--- src/rtl/voice_allocator.sv ---
// Polyphonic voice allocator: serial scan over N_VOICES voices, then a single commit.
// Optional build macro VOICE_STEAL_EN enables stealing the oldest voice when all are busy.
`ifndef N_OSCILLATORS
`define N_OSCILLATORS 8
`endif

module voice_allocator #(
  parameter int N_VOICES = `N_OSCILLATORS,
  parameter int AGE_W    = 8
) (
  input  logic                  clk,
  input  logic                  rst,
  input  logic                  cmd_valid,
  output logic                  cmd_ready,
  input  logic                  cmd_on,
  input  logic [6:0]            cmd_note,
  input  logic [6:0]            cmd_vel,
  input  logic                  all_off,
  output logic [N_VOICES-1:0]   voice_active,
  output logic [N_VOICES*7-1:0] voice_note,
  output logic [N_VOICES*7-1:0] voice_vel,
  output logic                  upd_valid,
  output logic [4:0]            upd_idx,
  output logic                  upd_hit
);
  localparam int IW = $clog2(N_VOICES);

  typedef enum logic [1:0] {IDLE, SCAN, COMMIT} state_t;
  typedef struct packed {
    logic       on;
    logic [6:0] note;
    logic [6:0] vel;
  } cmd_t;

  state_t  state, state_nxt;
  cmd_t    cmd;
  logic [IW-1:0] idx;
  logic          match_f, free_f;
  logic [IW-1:0] match_i, free_i;
  logic [N_VOICES-1:0][6:0] note_q, vel_q;
`ifdef VOICE_STEAL_EN
  logic                          best_f;
  logic [IW-1:0]                 best_i;
  logic [AGE_W-1:0]              best_age;
  logic [N_VOICES-1:0][AGE_W-1:0] age;
`endif

  logic          accept, commit, sel_hit;
  logic [IW-1:0] sel_i;

  assign cmd_ready  = (state == IDLE);
  assign accept     = cmd_valid && cmd_ready && !all_off;
  assign commit     = (state == COMMIT) && !all_off;
  assign voice_note = note_q;
  assign voice_vel  = vel_q;

  always_ff @(posedge clk or posedge rst) begin
    if (rst) state <= IDLE;
    else     state <= state_nxt;
  end

  always_comb begin
    state_nxt = state;
    case (state)
      IDLE:    if (cmd_valid) state_nxt = SCAN;
      SCAN:    if (idx == IW'(N_VOICES-1)) state_nxt = COMMIT;
      COMMIT:  state_nxt = IDLE;
      default: state_nxt = IDLE;
    endcase
    if (all_off) state_nxt = IDLE;
  end

  // Scan bookkeeping; voice state is frozen during SCAN so one pass is exact.
  always_ff @(posedge clk or posedge rst) begin
    if (rst) begin
      cmd     <= '0;
      idx     <= '0;
      match_f <= 1'b0;
      free_f  <= 1'b0;
      match_i <= '0;
      free_i  <= '0;
`ifdef VOICE_STEAL_EN
      best_f   <= 1'b0;
      best_i   <= '0;
      best_age <= '0;
`endif
    end else if (state == IDLE) begin
      idx     <= '0;
      match_f <= 1'b0;
      free_f  <= 1'b0;
`ifdef VOICE_STEAL_EN
      best_f  <= 1'b0;
`endif
      if (accept) cmd <= '{on: cmd_on, note: cmd_note, vel: cmd_vel};
    end else if (state == SCAN) begin
      idx <= idx + 1'b1;
      if (voice_active[idx] && note_q[idx] == cmd.note && !match_f) begin
        match_f <= 1'b1;
        match_i <= idx;
      end
      if (!voice_active[idx] && !free_f) begin
        free_f <= 1'b1;
        free_i <= idx;
      end
`ifdef VOICE_STEAL_EN
      // strict '>' keeps the lowest index on equal ages
      if (voice_active[idx] && (!best_f || age[idx] > best_age)) begin
        best_f   <= 1'b1;
        best_i   <= idx;
        best_age <= age[idx];
      end
`endif
    end
  end

  always_comb begin
    sel_hit = 1'b0;
    sel_i   = '0;
    if (match_f) begin
      sel_hit = 1'b1;
      sel_i   = match_i;
    end else if (cmd.on && free_f) begin
      sel_hit = 1'b1;
      sel_i   = free_i;
    end
`ifdef VOICE_STEAL_EN
    else if (cmd.on && best_f) begin
      sel_hit = 1'b1;
      sel_i   = best_i;
    end
`endif
  end

  assign upd_valid = commit;
  assign upd_hit   = commit && sel_hit;
  assign upd_idx   = (commit && sel_hit) ? 5'(sel_i) : 5'd0;

  for (genvar v = 0; v < N_VOICES; v++) begin : g_voice
    logic             act_q;
    logic [6:0]       nt_q, vl_q;
    logic [AGE_W-1:0] age_q;
    logic             sel;

    assign sel             = sel_hit && (sel_i == IW'(v));
    assign voice_active[v] = act_q;
    assign note_q[v]       = nt_q;
    assign vel_q[v]        = vl_q;
`ifdef VOICE_STEAL_EN
    assign age[v]          = age_q;
`endif

    always_ff @(posedge clk or posedge rst) begin
      if (rst) begin
        act_q <= 1'b0;
        nt_q  <= '0;
        vl_q  <= '0;
        age_q <= '0;
      end else if (all_off) begin
        act_q <= 1'b0;
        age_q <= '0;
      end else if (commit && sel_hit) begin
        if (sel) begin
          if (cmd.on) begin
            act_q <= 1'b1;
            nt_q  <= cmd.note;
            vl_q  <= cmd.vel;
            age_q <= '0;
          end else begin
            act_q <= 1'b0;
          end
        end else if (cmd.on && act_q && age_q != '1) begin
          age_q <= age_q + 1'b1;
        end
      end
    end
  end

endmodule

--- config.mk ---
export PLATFORM = sky130hd
export DESIGN_NAME = voice_allocator
export DESIGN_NICKNAME = d
export VERILOG_FILES = /design/src/rtl/voice_allocator.sv
export SDC_FILE = /design/constraint.sdc
export NUM_CORES = 1
export LEC_CHECK = 0
export BUFFER_PORTS_ARGS = -buffer_cell sky130_fd_sc_hd__buf_2
export CAP_MARGIN = 10
export CORE_UTILIZATION = 49
export CTS_BUF_LIST = sky130_fd_sc_hd__clkbuf_8 sky130_fd_sc_hd__clkbuf_16
export DETAILED_ROUTE_END_ITERATION = 8
export PLACE_DENSITY = 0.76
export SYNTH_ARGS = -nofsm -noshare
export SYNTH_HDL_FRONTEND = slang
export SYNTH_SLANG_ARGS = --single-unit
--- constraint.sdc ---
create_clock -name clk -period 4.7 [get_ports clk]
set_input_delay 0.47 -clock clk [delete_from_list [all_inputs] [get_ports clk]]
set_output_delay 0.47 -clock clk [all_outputs]
set_load 0.02 [all_outputs]
==> impl_metrics.toml <==
[status]
status = "finished, final reports clean"

[yosys]
syn_inst = 457
syn_area_per_cell_um2 = 14.2
synth_area_leaders = "dfrtp_1 57%, mux2_2 25%, mux2i_1 2.2%"
async_reset_ff_share_pct = 100
synth_seq_area_share_pct = 57.0
synth-edff-count = 0
yosysWarnings = 0
yosys.area.top_type_share_pct = 57.0
synth_area_um2 = 6500
synth_top_cell_by_area = "dfrtp_1"
ys_seq_elements = 148
yosysUniqueCellTypes = 44
yosys_most_used_dff = "dfrtp_1"

[sta]
fin_skew_ns = 0.00587
setup_ws_ns = 1.66
final.setup.tns_ns = 0
fmaxAchievable_ghz = 0.329
rsz0062_at_grt = "false"
worst_slew_pin_slew_ns = 1.26
slew_headroom_pct = 15.5
finalCriticalPeriod_ns = 3.04
maxSlewViolCount = 0
finalSetupViolations = 0
hold_viol_final = 0
min_period_over_period_pct = 64.8
whs_ns = 0.282

[route]
via_per_inst = 5.44
vias = 4187
wirelength_um = 15300
drcViolationCount = 0
dr.pass1.iters = 4
routedWlPerCell_um = 19.9
ant_nets = 0
drtIter0Drc = 227

[placed_design]
place_congestion = 0.892
io_buffers = 144
pre_cts_ws_ns = 1.64
post_dp_cell_area_um2 = 7220
dp_hpwl_um = 10100

[floorplanning]
core_area_um2 = 12800
die_y_um = 117
io-pin-count = 147
start_util_pct = 50.9
die_area_um2 = 13700
row_count = 41
die_w_um = 117

[setup_path]
worstPathMaxFanout = 10
startpoint_type = "flop"
arrival_ns = 3.34
rr_worst_depth = 5
regToRegStartpoint = "match_f"
required_ns = 5.00
worstSetupPathType = "flop to flop"
reg2reg_to = "g_voice[0].nt_q[0]"
endpoint_kind = "flop"
r2r_slack_ns = 1.66

[clocking]
hold_buffers = 0
cts_max_level = 4
clock_path_buffers = 2
clk_pin_slew_ns = 0.06
post_cts.repair.setup_buffers = 0
cts_buffers = 17
cts_tree = "done"
cts_root_buffer = "clkbuf_16"
cts_resized = 0
clk_latency_ns = 0.42
cts.sinks = 148

[cells_and_area]
drive_above_1_share_pct = 55.3
diodes = 0
syn2layout_area_growth_pct = 21.7
final_nets = 605
final_area_um2 = 7910

[pwr]
leakage_uw = 0.00433
power.density_nw_per_um2 = 388
vdd_ir_drop_max_mv = 0.281

[grt]
grt_pass1_wl_um = 23400
grt_max_degree = 124
gr-total-overflow = 0
grtUsageTotal_pct = 23.9
grt_pass1_vias = 4259
antenna_found_initial = 0

[hold_path]
hp-start = "cmd_vel[2]"
hold_path.class = "input port to flop"
hold_depth = 2
worstHoldEndpoint = "cmd[2]"

[run]
maxCapViolCount = 0
==> cells in the final DEF (no fill, tap or decap), types with 2 or more instances in the layout <==
master | synthesis | layout
buf_2 | 9 | 144
bufinv_16 | 0 | 6
clkbuf_16 | 0 | 17
dfrtp_1 | 148 | 148
nand2b_1 | 7 | 7
conb_1 | 1 | 2
clkbuf_8 | 0 | 5
and3_1 | 3 | 3
mux2i_1 | 14 | 14
inv_1 | 6 | 6
nand2_1 | 17 | 17
mux2_2 | 142 | 142
o21ai_0 | 10 | 10
a21oi_1 | 11 | 11
o22ai_1 | 3 | 3
buf_4 | 13 | 3
mux4_2 | 6 | 6
ha_1 | 2 | 2
a22o_1 | 3 | 3
clkinv_2 | 0 | 3
xor2_1 | 4 | 4
nor2_1 | 11 | 11
nor3_1 | 4 | 4
nor2b_1 | 5 | 5
o31ai_1 | 2 | 2
mux4_1 | 2 | 2
==> how the worst max path moves through the flow <==
stage | depth (start not counted) | slack (ns) | to | start
global placement | 7 | 1.71 | g_voice[0].nt_q[5] | all_off
floorplan | 1 | 0.25 | cmd[0] | rst
detailed placement | 7 | 1.64 | match_i[2] | idx[0]
finish | 5 | 1.66 | g_voice[0].nt_q[0] | match_f
global route | 5 | 1.49 | g_voice[0].nt_q[1] | match_f
CTS | 7 | 1.65 | match_i[2] | idx[0]
==> worst max-delay path, stage by stage (launching register included) <==
cell     delay, ns
dfrtp_1       0.52
and4b_1       0.23
a21oi_1       0.39
o21ai_0       0.32
nor2b_1       1.03
mux2_2        0.43
==> layout make-up <==
class | instances | area (um^2)
multi-input cells | 264 | 2530
clock inverters | 10 | 199
inverters | 6 | 27.5
flip-flops and latches | 148 | 3700
fillers | 975 | 4860
repair buffers | 147 | 743
clock buffers | 22 | 494
well taps | 172 | 215
==> logic make-up after synthesis <==
kind of cell	share of synthesized area (%)
muxes	29.6
DFF	57.0
and+or+nand+nor	4.77
buffers and inverters	4.31
AOI/OAI and AO/OA	3.31
xor gates and xnor gates	0.539
adders and majority gates	0.385
other	0.0577
==> metal layers <==
metal / up-vias / GRT usage, % / part of all wire, %
met4: 0 / 9.28 / 1.9
met2: 142 / 37.6 / 50
met5: - / 0 / 0
met3: 28 / 7.05 / 5.5
li1: 1883 / - / -
met1: 2134 / 31.3 / 43
==> cells in the mapped netlist, types with 2 or more instances <==
cell type	number
a21oi_1	11
a22o_1	3
and3_1	3
buf_1	2
buf_2	9
buf_4	13
buf_6	4
clkbuf_1	9
dfrtp_1	148
ha_1	2
inv_1	6
mux2_2	142
mux2i_1	14
mux4_1	2
mux4_2	6
nand2_1	17
nand2b_1	7
nor2_1	11
nor2b_1	5
nor3_1	4
o21ai_0	10
o22ai_1	3
o31ai_1	2
xor2_1	4
==> through the flow <==
step	total power, uW	std cells	utilization [%]
after floorplan	1500	458	-
after global routing	3180	769	61.9
final	3070	769	61.9
after CTS	3100	769	61.9
after global placement	1530	737	56.5
after detailed placement	1540	737	56.5
==> state kept, by name, summed over array words and instances (netlist names) <==
name	cells
g_voice.nt_q	56
g_voice.vl_q	56
cmd	15
g_voice.act_q	8
free_i	3
idx	3
match_i	3
state	2
free_f	1
match_f	1
==> where the power goes <==
group	leakage, uW	internal, uW	total (uW)	switching, uW
clock network	0.000347	1060	1560	495
registers	0.00203	1310	1380	76.9
logic	0.00195	60.7	131	70.5
Power figures use the tool's default switching activity.
